File: src/rtl/pipe_pkg.sv
// Shared types for the MIPS pipeline sequencing controller.
// Imported by pipe_ctrl and its helpers.
package pipe_pkg;

  typedef enum logic [1:0] {
    FETCH,
    LDSTALL,
    DRAIN
  } state_t;

  localparam logic [4:0]  REG_ZERO = 5'd0;
  localparam logic [31:0] NOP      = 32'h0;

  function automatic logic is_load_use(
    input logic       memread,
    input logic [4:0] ex_rt,
    input logic [4:0] rs,
    input logic [4:0] rt
  );
    return memread && (ex_rt != REG_ZERO) &&
           ((ex_rt == rs) || (ex_rt == rt));
  endfunction

endpackage

File: src/rtl/pipe_ctrl_sat_counter.sv
// Saturating event counter for pipeline
// performance reporting.
module sat_counter #(
  parameter int W = 16
) (
  input  logic         clk,
  input  logic         rst_n,
  input  logic         inc,
  output logic [W-1:0] cnt
);

  always_ff @(posedge clk or negedge rst_n) begin
    if (!rst_n) begin
      cnt <= '0;
    end else if (inc && (cnt != '1)) begin
      cnt <= cnt + W'(1);
    end
  end

endmodule

File: src/rtl/pipe_ctrl.sv
// Pipeline sequencing controller: load-use stalls,
// MEM-stage branch redirects, slow imem handling.
module pipe_ctrl
  import pipe_pkg::*;
#(
  parameter int CNT_W = 16
) (
  input  logic             clk,
  input  logic             rst_n,
  input  logic [4:0]       id_rs,
  input  logic [4:0]       id_rt,
  input  logic             ex_memread,
  input  logic [4:0]       ex_rt,
  input  logic             mem_br_taken,
  input  logic [31:0]      mem_br_target,
  input  logic             imem_ready,
  output logic             imem_req,
  output logic             pc_we,
  output logic             pc_sel,
  output logic [31:0]      pc_redirect,
  output logic             ifid_we,
  output logic             ifid_flush,
  output logic             idex_flush,
  output logic             exmem_flush,
  output logic [CNT_W-1:0] stall_cnt,
  output logic [CNT_W-1:0] flush_cnt
);

  state_t      state, state_nx;
  logic [31:0] saved_target;
  logic        save_tgt;
  logic        stall_inc, flush_inc;
  logic        load_use;
  logic        br_now, br_late, lu_hit;
  logic        mem_wait, run;

  assign load_use = is_load_use(ex_memread, ex_rt,
                                id_rs, id_rt);

  // Mutually exclusive view of the priority chain
  assign br_now   = mem_br_taken && imem_ready;
  assign br_late  = mem_br_taken && !imem_ready;
  assign lu_hit   = !mem_br_taken && load_use &&
                    (state == FETCH);
  assign mem_wait = !mem_br_taken && !lu_hit &&
                    !imem_ready;
  assign run      = !mem_br_taken && !lu_hit &&
                    imem_ready;

  always_ff @(posedge clk or negedge rst_n) begin
    if (!rst_n) begin
      state        <= FETCH;
      saved_target <= '0;
    end else begin
      state <= state_nx;
      if (save_tgt) saved_target <= mem_br_target;
    end
  end

  always_comb begin
    imem_req    = 1'b1;
    pc_we       = 1'b0;
    pc_sel      = 1'b0;
    pc_redirect = mem_br_target;
    ifid_we     = 1'b0;
    ifid_flush  = 1'b0;
    idex_flush  = 1'b0;
    exmem_flush = 1'b0;
    state_nx    = state;
    stall_inc   = 1'b0;
    flush_inc   = 1'b0;
    save_tgt    = 1'b0;
    if (!rst_n) begin
      imem_req    = 1'b0;
      ifid_flush  = 1'b1;
      idex_flush  = 1'b1;
      exmem_flush = 1'b1;
      state_nx    = FETCH;
    end else begin
      unique case (state)
        FETCH, LDSTALL: begin
          unique case (1'b1)
            br_now: begin
              pc_we       = 1'b1;
              pc_sel      = 1'b1;
              ifid_flush  = 1'b1;
              idex_flush  = 1'b1;
              exmem_flush = 1'b1;
              flush_inc   = 1'b1;
              state_nx    = FETCH;
            end
            br_late: begin
              save_tgt    = 1'b1;
              ifid_flush  = 1'b1;
              idex_flush  = 1'b1;
              exmem_flush = 1'b1;
              flush_inc   = 1'b1;
              state_nx    = DRAIN;
            end
            lu_hit: begin
              idex_flush = 1'b1;
              stall_inc  = 1'b1;
              state_nx   = LDSTALL;
            end
            mem_wait: begin
              ifid_flush = 1'b1;
              stall_inc  = 1'b1;
              state_nx   = FETCH;
            end
            run: begin
              pc_we    = 1'b1;
              ifid_we  = 1'b1;
              state_nx = FETCH;
            end
            default: state_nx = FETCH;
          endcase
        end
        DRAIN: begin
          // Wrong-path fetch is still in flight
          pc_redirect = saved_target;
          ifid_flush  = 1'b1;
          if (imem_ready) begin
            pc_we    = 1'b1;
            pc_sel   = 1'b1;
            state_nx = FETCH;
          end else begin
            stall_inc = 1'b1;
          end
        end
        default: state_nx = FETCH;
      endcase
    end
  end

  sat_counter #(.W(CNT_W)) u_stall_cnt (
    .clk   (clk),
    .rst_n (rst_n),
    .inc   (stall_inc),
    .cnt   (stall_cnt)
  );

  sat_counter #(.W(CNT_W)) u_flush_cnt (
    .clk   (clk),
    .rst_n (rst_n),
    .inc   (flush_inc),
    .cnt   (flush_cnt)
  );

endmodule

File: config.mk
export PLATFORM = sky130hd
export DESIGN_NAME = pipe_ctrl
export DESIGN_NICKNAME = d
export VERILOG_FILES = /design/src/rtl/pipe_pkg.sv /design/src/rtl/pipe_ctrl_sat_counter.sv /design/src/rtl/pipe_ctrl.sv
export SDC_FILE = /design/constraint.sdc
export NUM_CORES = 1
export LEC_CHECK = 0
export BUFFER_PORTS_ARGS = -buffer_cell sky130_fd_sc_hd__buf_4
export CORE_MARGIN = 5
export CORE_UTILIZATION = 50
export CTS_CLUSTER_DIAMETER = 120
export CTS_CLUSTER_SIZE = 28
export DETAILED_ROUTE_END_ITERATION = 10
export GPL_TIMING_DRIVEN = 0
export PLACE_DENSITY = 0.79
export SLEW_MARGIN = 20
export SYNTH_ARGS = -nofsm -noshare
export SYNTH_HDL_FRONTEND = slang
export SYNTH_SLANG_ARGS = --single-unit
export TNS_END_PERCENT = 1
File: constraint.sdc
create_clock -name clk -period 2.8 [get_ports clk]
set_clock_uncertainty 0.2 [all_clocks]
set_input_delay 0 -clock clk [delete_from_list [all_inputs] [get_ports clk]]
set_output_delay 0 -clock clk [all_outputs]
set_load 0.01 [all_outputs]
==> run metrics <==
Die Ht=91.8 µm; final number of max-transition violations=0; grt ovf=0; most common library cell in the layout ignoring fill and taps=buf_4; fraction of layout cells with a size suffix above 1=0.477; antenna-violating nets left=0; DR iter-0 viols=79; Post-DP Area=0.00436 mm²; WS Path Type=in2out; worst hold path class=in2async; Via density=5.30; worst hold slack=80.0 ps; Critical R2R Capture=u_stall_cnt.cnt[1]; Worst Max-Slew Pin Slew=656 ps; leading cell types in the layout, fill and taps excluded=123 x buf_4, 67 x mux2_2, 66 x dfrtp_1; Post-Synth Simple-Gate Area=0.125; Setup violations, final=0; Die W=91.8 µm; Avg Cell Area, Syn=12.1 µm²; PortBufs=122; final cell count without fillers=528; Tot GR Track Use=0.219; Detailed Place HPWL=5.93 mm; vias in the first global route=2993; reg2reg setup slack=450 ps; post-route setup slack=323 ps; largest family of logic cells by synthesized area=multiplexers; num rows=29; Core Util, Final=0.766; # IOs=123; fillcell total=429; Storage cell area=0.00165 mm²; multiplexer share of the synthesized area=0.229; Syn. warnings=0; Syn Inst Count=277; Critical R2R Launch=u_stall_cnt.cnt[0]; Starting Density=0.521; Synth Area in XOR/XNOR=0.0968; Antenna Cells=0; worst reg2reg path depth=7; Max Fclk=0.404 GHz; crit end category=output port; internal power=1.88 mW; part of the power in combinational logic=0.265; Sequential Power Share=0.480; CORE AREA=0.00642 mm²; sw frac=0.296; min cycle time layout=2480 ps; Synth Net Count=331; post-layout instance area=0.00492 mm²; #FFs+latches synth=66; Max-Cap Viols=0; Worst Path Required=2600 ps; startpoint types=input pin; Pleak=2.34 nW; RSZ-0062 raised after global routing=false; DRC viols=0; status=completed; die area=0.00843 mm²; Routed WL=8.77 mm; adder-cell share of the synthesized area=0.00747; register area share after synthesis=0.493; H-tree lvl count=3; Final period util=0.885; clock sink count=66; Post-Syn Area=0.00335 mm²; Sw Pwr=0.788 mW; initial antenna violation count=0; Multi-input gate area=0.00164 mm²; PwrDens=542 mW/mm²; total number of vias=2798; worst path arrival time=2280 ps; drt pass-1 iters=4; CTS tree=yes; Syn-to-layout area delta=46.9%; Worst-path clk slew=70 ps; maximum number of pins on one net before global-route repair=67; relative slew slack=0.559; routability cong.=0.769; dpl ws=-36.3 ps; Setup Fix Bufs, Post-CTS=0; clock tree root buffer cell=clkbuf_8; Max VDD drop=0.345 mV; Inst Count DP=476; clk_lat worst skew=330 ps; compound-cell area share of the yosys netlist=0.0306; final net count=502; CP Max Fanout=10; final hold viol count=0; Max Root-Sink Buffers=2; wire per inst=16.6 µm; CTS Buf Count=9; clock network fraction of total power=0.255; first-pass GRT wire length=14.9 mm; Unique masters post-synth=37
-- synth_stat cells --
cell | instances | share of area
nand2_1 | 16 | 0.018
o21a_1 | 2 | 0.0045
and4b_1 | 2 | 0.0060
o22ai_1 | 1 | 0.0019
clkbuf_1 | 4 | 0.0045
and3_1 | 3 | 0.0056
inv_1 | 3 | 0.0034
or4_1 | 1 | 0.0022
or2_2 | 5 | 0.0093
nor4b_1 | 2 | 0.0052
and2_1 | 1 | 0.0019
nand4_1 | 4 | 0.0075
or3_1 | 1 | 0.0019
o21ai_1 | 1 | 0.0015
nand3b_1 | 1 | 0.0022
mux2_2 | 67 | 0.23
dfrtp_1 | 66 | 0.49
nor2_1 | 12 | 0.013
nor3b_1 | 1 | 0.0022
mux2_1 | 1 | 0.0034
nor4_1 | 3 | 0.0056
xor2_1 | 14 | 0.037
a21oi_4 | 1 | 0.0049
nand2b_1 | 2 | 0.0037
buf_2 | 3 | 0.0045
o211a_1 | 3 | 0.0090
nor3_1 | 7 | 0.010
o21ai_0 | 1 | 0.0015
buf_4 | 1 | 0.0022
and4_1 | 2 | 0.0052
a21bo_2 | 1 | 0.0030
a21oi_1 | 3 | 0.0045
ha_1 | 2 | 0.0075
xnor2_1 | 23 | 0.060
and2b_1 | 1 | 0.0022
nand3_1 | 15 | 0.022
buf_6 | 1 | 0.0034
-- registers in the layout, summed over array words and instances, names as in the netlist --
signal	cells
saved_target	32
state	2
u_flush_cnt.cnt	16
u_stall_cnt.cnt	16
-- per-layer routing --
metal	vias up	GRT usage	share of wire
met5	-	0	0
met4	0	0.0842	0.023
met3	17	0.0818	0.090
met2	99	0.352	0.48
met1	1365	0.269	0.41
li1	1317	-	-
-- power groups by stage --
stage | registers [mW] | clock network [mW] | logic [mW]
2_1_floorplan | 1.29 | 0 | 0.312
3_3_place_gp | 1.28 | 0 | 0.636
3_5_place_dp | 1.29 | 0 | 0.657
4_1_cts | 1.27 | 0.695 | 0.706
5_1_grt | 1.30 | 0.749 | 0.777
6_report | 1.28 | 0.681 | 0.705
-- stage by stage --
stage,power (mW),TNS (ps)
floorplan,1.60,0
global placement,1.91,0
detailed placement,1.94,-51.9
CTS,2.67,0
global route,2.83,0
finish,2.67,0
-- what timing repair did --
item                                   4_1_cts  5_1_grt
hold buffers                                38        0
gates resized for setup                      0        0
endpoints found under the hold margin      101        0
-- how the worst max path moves through the flow --
stage | from | to | slack, ps | cells past startpoint
4_1_cts | rst_n | pc_redirect[25] | 330 | 7
6_report | rst_n | pc_redirect[4] | 320 | 7
3_3_place_gp | rst_n | u_flush_cnt.cnt[9] | 40 | 8
2_1_floorplan | u_stall_cnt.cnt[0] | u_stall_cnt.cnt[1] | 550 | 7
5_1_grt | rst_n | u_flush_cnt.cnt[13] | 150 | 9
3_5_place_dp | rst_n | u_flush_cnt.cnt[13] | -40 | 8
-- kinds of logic after synthesis --
logic type                 count (synthesis)
DFF                                       66
and+or+nand+nor                           79
muxes                                     68
adders and majority gates                  2
AOI/OAI and AO/OA                         13
xor gates and xnor gates                  37
buffers and inverters                     12
-- critical path, cell delays in order --
cell and delay, ps:
dlygate4sd3_1 540, buf_4 180, clkbuf_1 180, nand3b_1 320, clkbuf_1 490, mux2_2 410
buf_4 150
-- layout make-up --
class                           instances  area share
Clock inverter                          3     0.00356
Buffer                                  9     0.00992
Tap cell                               77      0.0196
Timing Repair Buffer                  160       0.267
Multi-Input combinational cell        199       0.333
Sequential cell                        66       0.336
Inverter                                3     0.00229
Clock buffer                           11      0.0288
Power figures use the tool's default switching activity.
